## config.mk

```make
export PLATFORM = sky130hd
export DESIGN_NAME = microcode_sequencer
export DESIGN_NICKNAME = d
export VERILOG_FILES = /design/src/rtl/microcode_sequencer_pkg.sv /design/src/rtl/microcode_sequencer_nextaddr.sv /design/src/rtl/microcode_sequencer.sv
export SDC_FILE = /design/constraint.sdc
export NUM_CORES = 1
export LEC_CHECK = 0
export CAP_MARGIN = 10
export CELL_PAD_IN_SITES_DETAIL_PLACEMENT = 0
export CELL_PAD_IN_SITES_GLOBAL_PLACEMENT = 1
export CORE_AREA = 2 2 71 73
export CTS_BUF_LIST = sky130_fd_sc_hd__clkbuf_16
export DETAILED_ROUTE_END_ITERATION = 7
export DIE_AREA = 0 0 73 75
export GPL_ROUTABILITY_DRIVEN = 0
export PLACE_DENSITY = 0.87
export SYNTH_ARGS = -nofsm -noshare
export SYNTH_HDL_FRONTEND = slang
export SYNTH_SLANG_ARGS = --single-unit
```

## constraint.sdc

```tcl
create_clock -name uSEQ_CLOCK_50 -period 2.65 [get_ports uSEQ_CLOCK_50]
set_clock_uncertainty 0.2 [all_clocks]
set_input_delay 0.3975 -clock uSEQ_CLOCK_50 [delete_from_list [all_inputs] [get_ports uSEQ_CLOCK_50]]
set_output_delay 0.3975 -clock uSEQ_CLOCK_50 [all_outputs]
set_load 0.005 [all_outputs]
```

## src/rtl/microcode_sequencer_pkg.sv

```systemverilog
// uSEQ_PKG: shared encodings for the ARC control-store address sequencer.
// Condition-field codes, sequencer FSM states, decode base and PSR bit positions.
package uSEQ_PKG;

    // Microword condition field encodings
    localparam logic [2:0] COND_NEXT   = 3'b000;
    localparam logic [2:0] COND_N      = 3'b001;
    localparam logic [2:0] COND_Z      = 3'b010;
    localparam logic [2:0] COND_V      = 3'b011;
    localparam logic [2:0] COND_C      = 3'b100;
    localparam logic [2:0] COND_IR13   = 3'b101;
    localparam logic [2:0] COND_JUMP   = 3'b110;
    localparam logic [2:0] COND_DECODE = 3'b111;

    // Sequencer states: free-running or held on a memory handshake
    typedef enum logic {
        ST_RUN     = 1'b0,
        ST_MEMWAIT = 1'b1
    } seqState_t;

    // Leading bit of a decoded opcode address (decode table lives at 1024..2047)
    localparam logic DECODE_BASE = 1'b1;

    // Bit positions inside the {N,Z,V,C} flag vector
    localparam int FLAG_N = 3;
    localparam int FLAG_Z = 2;
    localparam int FLAG_V = 1;
    localparam int FLAG_C = 0;

endpackage

```

## src/rtl/microcode_sequencer_nextaddr.sv

```systemverilog
// uSEQ_NEXTADDR: combinational next control-store address selection.
// Chooses between microPC+1, the jump field and the opcode decode address.
module uSEQ_NEXTADDR
    import uSEQ_PKG::*;
#(
    parameter int DATAWIDTH_JUMPADDRESS = 11,
    parameter int DATAWIDTH_CONDITION   = 3,
    parameter int DATAWIDTH_IR          = 32,
    parameter int DATAWIDTH_FLAGS       = 4
) (
    input  logic [DATAWIDTH_CONDITION-1:0]   uNA_Condition_InBus,
    input  logic [DATAWIDTH_JUMPADDRESS-1:0] uNA_JumpAddress_InBus,
    input  logic [DATAWIDTH_IR-1:0]          uNA_IR_InBus,
    input  logic [DATAWIDTH_FLAGS-1:0]       uNA_PSRFlags_InBus,
    input  logic [DATAWIDTH_JUMPADDRESS-1:0] uNA_MicroPC_InBus,
    output logic [DATAWIDTH_JUMPADDRESS-1:0] uNA_NextAddress_OutBus
);

    logic [DATAWIDTH_JUMPADDRESS-1:0] incAddress;
    logic [DATAWIDTH_JUMPADDRESS-1:0] decodeAddress;
    logic                             unusedIrBits;

    // Sequential successor; 11-bit addition wraps 2047 -> 0 by itself
    assign incAddress = uNA_MicroPC_InBus + 1'b1;

    // Opcode decode: op (IR[31:30]) and op3 (IR[24:19]) index a 4-word slot table
    assign decodeAddress = {DECODE_BASE, uNA_IR_InBus[31:30], uNA_IR_InBus[24:19], 2'b00};

    // IR fields the sequencer never looks at
    assign unusedIrBits = ^{uNA_IR_InBus[29:25], uNA_IR_InBus[18:14], uNA_IR_InBus[12:0]};

    // Select the next address from the condition field
    always_comb begin
        uNA_NextAddress_OutBus = incAddress;
        unique case (uNA_Condition_InBus)
            COND_NEXT:   uNA_NextAddress_OutBus = incAddress;
            COND_N:      if (uNA_PSRFlags_InBus[FLAG_N]) uNA_NextAddress_OutBus = uNA_JumpAddress_InBus;
            COND_Z:      if (uNA_PSRFlags_InBus[FLAG_Z]) uNA_NextAddress_OutBus = uNA_JumpAddress_InBus;
            COND_V:      if (uNA_PSRFlags_InBus[FLAG_V]) uNA_NextAddress_OutBus = uNA_JumpAddress_InBus;
            COND_C:      if (uNA_PSRFlags_InBus[FLAG_C]) uNA_NextAddress_OutBus = uNA_JumpAddress_InBus;
            COND_IR13:   if (uNA_IR_InBus[13])           uNA_NextAddress_OutBus = uNA_JumpAddress_InBus;
            COND_JUMP:   uNA_NextAddress_OutBus = uNA_JumpAddress_InBus;
            COND_DECODE: uNA_NextAddress_OutBus = decodeAddress;
            default:     uNA_NextAddress_OutBus = incAddress;
        endcase
    end

endmodule

```

## src/rtl/microcode_sequencer.sv

```systemverilog
// microcode_sequencer: ARC control-store address sequencer.
// Holds the microPC and PSR flags, stalls on memory handshakes and
// advances one microword per clock otherwise.
module microcode_sequencer
    import uSEQ_PKG::*;
#(
    parameter int DATAWIDTH_JUMPADDRESS = 11,
    parameter int DATAWIDTH_CONDITION   = 3,
    parameter int DATAWIDTH_IR          = 32,
    parameter int DATAWIDTH_FLAGS       = 4
) (
    input  logic                             uSEQ_CLOCK_50,
    input  logic                             MICROCODE_STORE_ResetInHigh_In,
    input  logic [DATAWIDTH_CONDITION-1:0]   uSEQ_Condition_InBus,
    input  logic [DATAWIDTH_JUMPADDRESS-1:0] uSEQ_JumpAddress_InBus,
    input  logic [DATAWIDTH_IR-1:0]          uSEQ_IR_InBus,
    input  logic                             uSEQ_RD_In,
    input  logic                             uSEQ_WR_In,
    input  logic                             uSEQ_MemReady_In,
    input  logic [DATAWIDTH_FLAGS-1:0]       uSEQ_ALUFlags_InBus,
    input  logic                             uSEQ_FlagLoad_In,
    output logic [DATAWIDTH_JUMPADDRESS-1:0] uSEQ_CSAddress_OutBus,
    output logic [DATAWIDTH_FLAGS-1:0]       uSEQ_PSRFlags_OutBus,
    output logic                             uSEQ_MemWait_Out
);

    seqState_t                        stateReg;
    seqState_t                        stateNext;
    logic [DATAWIDTH_JUMPADDRESS-1:0] microPcReg;
    logic [DATAWIDTH_JUMPADDRESS-1:0] nextAddress;
    logic [DATAWIDTH_FLAGS-1:0]       psrReg;
    logic                             retire;
    logic                             memWait;

    // Next address is always computed from the pre-update PSR, so a
    // flag branch in a flag-loading microword sees the old flags.
    uSEQ_NEXTADDR #(
        .DATAWIDTH_JUMPADDRESS (DATAWIDTH_JUMPADDRESS),
        .DATAWIDTH_CONDITION   (DATAWIDTH_CONDITION),
        .DATAWIDTH_IR          (DATAWIDTH_IR),
        .DATAWIDTH_FLAGS       (DATAWIDTH_FLAGS)
    ) uNextAddr (
        .uNA_Condition_InBus    (uSEQ_Condition_InBus),
        .uNA_JumpAddress_InBus  (uSEQ_JumpAddress_InBus),
        .uNA_IR_InBus           (uSEQ_IR_InBus),
        .uNA_PSRFlags_InBus     (psrReg),
        .uNA_MicroPC_InBus      (microPcReg),
        .uNA_NextAddress_OutBus (nextAddress)
    );

    // FSM next state and retire decision; a retiring microword advances microPC and may load flags
    always_comb begin
        stateNext = stateReg;
        retire    = 1'b0;
        memWait   = 1'b0;
        unique case (stateReg)
            ST_RUN: begin
                if ((uSEQ_RD_In || uSEQ_WR_In) && !uSEQ_MemReady_In) begin
                    stateNext = ST_MEMWAIT;
                end else begin
                    retire = 1'b1;
                end
            end
            ST_MEMWAIT: begin
                // Held until MemReady, even if RD/WR drop (no recovery but reset)
                memWait = 1'b1;
                if (uSEQ_MemReady_In) begin
                    stateNext = ST_RUN;
                    retire    = 1'b1;
                end
            end
            default: begin
                stateNext = ST_RUN;
            end
        endcase
    end

    // State, microPC and PSR registers
    always_ff @(posedge uSEQ_CLOCK_50 or posedge MICROCODE_STORE_ResetInHigh_In) begin
        if (MICROCODE_STORE_ResetInHigh_In) begin
            stateReg   <= ST_RUN;
            microPcReg <= '0;
            psrReg     <= '0;
        end else begin
            stateReg <= stateNext;
            if (retire) begin
                microPcReg <= nextAddress;
                if (uSEQ_FlagLoad_In) begin
                    psrReg <= uSEQ_ALUFlags_InBus;
                end
            end
        end
    end

    assign uSEQ_CSAddress_OutBus = microPcReg;
    assign uSEQ_PSRFlags_OutBus  = psrReg;
    assign uSEQ_MemWait_Out      = memWait;

endmodule

```

==> metrics.yaml <==
sta:
  period_share: 0.8541
  finalMaxSlewViolations: 0
  fin_setup_tns_ns: 0
  setup-violations-final: 0
  fmax_mhz: 441.8
  finalHoldViolations: 0
  finalWorstSetupSlack_ns: 0.3866
  period_needed_ns: 2.263
  relSlewSlack: 0.5585
  rsz0062_at_grt: "no"
  worst_slew_pin_slew_ns: 0.6615
synthesis:
  synthTopCellsByCount: "dfrtp_1, nor2_1, o21ai_0"
  synthArstFlopShare: 1.000
  synthDistinctLibCells: 44
  synth_top_area_frac: 0.3376
  synthCells: 133
  synth_xor_area_frac: 0.007384
  synth_seq_cells: 16
  synthMuxAreaShare: 0.06857
  synth_edf_count: 0
  synth_top_family_by_area: "compound AO/OA/AOI/OAI gates"
  ys_warn_count: 0
  synth_area_leaders: "dfrtp_1, mux2_2, o21ai_0"
  syn_nets: 190
  synthAdderAreaFrac: 0.01055
  synth_most_common_cell: "dfrtp_1"
  syn-mean-instance-area_um2: 8.918
  synth-simple-area-share: 0.2215
  yosysSeqAreaShare: 0.3376
  yosysTopAreaCell: "dfrtp_1"
  synth-compound-area-share: 0.3091
  synth_area_um2: 1186
  ys.flop_type: "dfrtp_1"
setup_path:
  r2r-start: "uSEQ_CSAddress_OutBus[0]"
  critical_path.cell_chain: "clkdlybuf4s50_1 -> mux2_4 -> o221ai_4 -> buf_4 -> and2_1 -> a222oi_1 -> o21ai_0"
  end_kind: "flop"
  cp_max_fo: 5
  startpoint_type: "primary input"
  path_delay_family: "buffers and inverters"
  required_ns: 2.62
  worst-path-buf-inv: 2
  path_class: "primary input to flop"
  rr_worst_depth: 6
  r2r_end: "uSEQ_CSAddress_OutBus[10]"
  slowest_stage: "clkdlybuf4s50_1"
  cp_slowest_stage_delay_ns: 0.58
  arrival_ns: 2.23
  r2r_slack_ns: 0.44
layout:
  final_util: 0.3952
  finalNetCount: 244
  num-fill-cells: 482
  layout-drive-gt1-share: 0.1344
  area_growth_pct: 55.27
  antenna_cells: 0
floorplanning:
  die_w_um: 73
  die_h_um: 75
  initial_core_util: 0.2545
  rows: 25
  die-area_um2: 5475
  ios: 72
  core-area_um2: 4661
place:
  dp_slack_ns: 0.1186
  portBuffers: 48
  dpl.hpwl_um: 2766
clock_network:
  cts_sinks: 16
  clock_latency_ns: 0.25
  clk_pin_slew_ns: 0.05
  htreeDepth: 1
  clock_path_buffers: 2
  cts-root-buf: "clkbuf_16"
  ctsResizeCount: 0
  post_cts_buffers: 0
  numCtsBuffers: 3
  cts_tree: "yes"
  cts_hold_buffers: 0
power_and_ir_drop:
  ir_drop_uv: 216.6
  p_total_mw: 1.077
  power_density_nw_per_um2: 584.6
  cellLeakagePower_nw: 0.7157
routing:
  drt_wl_total_um: 3655
  drtIter0Drc: 94
  drt-vias-per-instance: 5.258
  ant_nets: 0
  wl_per_cell_um: 15.23
  vias: 1262
  drc: 0
  dr.pass1.iters: 4
grt:
  grt_use_total: 0.1376
  grt_pass1_wl_um: 5892
  gr-total-overflow: 0
  grt_pass1_vias: 1265
  antenna_found_initial: 0
  grt_max_degree: 17
job:
  maxCapViolCount: 0
run_status:
  outcome: "complete, no violations"
min_path:
  hold_path.class: "primary input to async pin"
## worst max-delay path by stage
stage | start | end | slack (ns) | cells past startpoint
floorplan | uSEQ_CSAddress_OutBus[0] | uSEQ_CSAddress_OutBus[10] | 0.75 | 6
global route | uSEQ_Condition_InBus[1] | uSEQ_CSAddress_OutBus[7] | 0.20 | 6
global placement | uSEQ_Condition_InBus[1] | uSEQ_CSAddress_OutBus[5] | 0.14 | 6
CTS | uSEQ_Condition_InBus[1] | uSEQ_CSAddress_OutBus[1] | 0.38 | 7
detailed placement | uSEQ_Condition_InBus[1] | uSEQ_CSAddress_OutBus[1] | 0.12 | 6
finish | uSEQ_Condition_InBus[1] | uSEQ_CSAddress_OutBus[4] | 0.39 | 7
## flip-flops by register name (all words and copies together), names as in the netlist
register and cells:
uSEQ_CSAddress_OutBus 11, stateReg 1, uSEQ_PSRFlags_OutBus 4
## cells by family after synthesis
family	Yosys count
mux	7
buf+inv	13
flops	16
simple gates	49
xor+xnor	1
fa+ha+maj	1
compound gates	46
## layer usage
metal,share of wire,global-route usage,routed length [µm],up-vias
met4,0.013,0.03704,46,0
met5,0,0,0,-
met1,0.46,0.1888,1686,599
met2,0.48,0.2272,1758,31
met3,0.045,0.02008,163,5
li1,-,-,-,627
## power breakdown
part	switching (mW)	internal, mW	leakage [nW]
clock network	0.107	0.201	0.0385
registers	0.0810	0.298	0.194
logic	0.152	0.238	0.483
## final cells by class
| cell class | instances | area, µm² | share of cell area |
|---|---|---|---|
| Clock buffer | 3 | 75.07 | 0.04076 |
| Clock inverter | 1 | 3.754 | 0.002038 |
| Inverter | 6 | 22.52 | 0.01223 |
| Multi-Input combinational cell | 104 | 732.0 | 0.3974 |
| Sequential cell | 16 | 400.4 | 0.2174 |
| Tap cell | 54 | 67.56 | 0.03668 |
| Timing Repair Buffer | 56 | 540.5 | 0.2935 |
## metrics by stage
stage          instance area [µm²]  hold slack, ns  instances
5_1_grt                       1842          0.3901        240
2_1_floorplan                 1186          0.1112        133
4_1_cts                       1842          0.3697        240
6_report                      1842          0.3423        240
3_3_place_gp                  1763          0.3380        236
3_5_place_dp                  1763          0.3535        236
## cells in the final DEF (no fill, tap or decap), types with 3 or more instances in the layout
master            n
inv_1             6
buf_4             8
nor3_1            3
a22o_1            3
dfrtp_1          16
clkdlybuf4s50_1  48
clkbuf_16         3
nand2b_1          5
mux2_2            5
nor2_1            9
a22oi_1           4
a32oi_1           3
o21ai_0           9
a31o_2            3
o221ai_1          3
a221oi_1          3
a21oi_1           4
and2_1            4
nand3_1           7
nand2_1           8
Power figures use the tool's default switching activity.
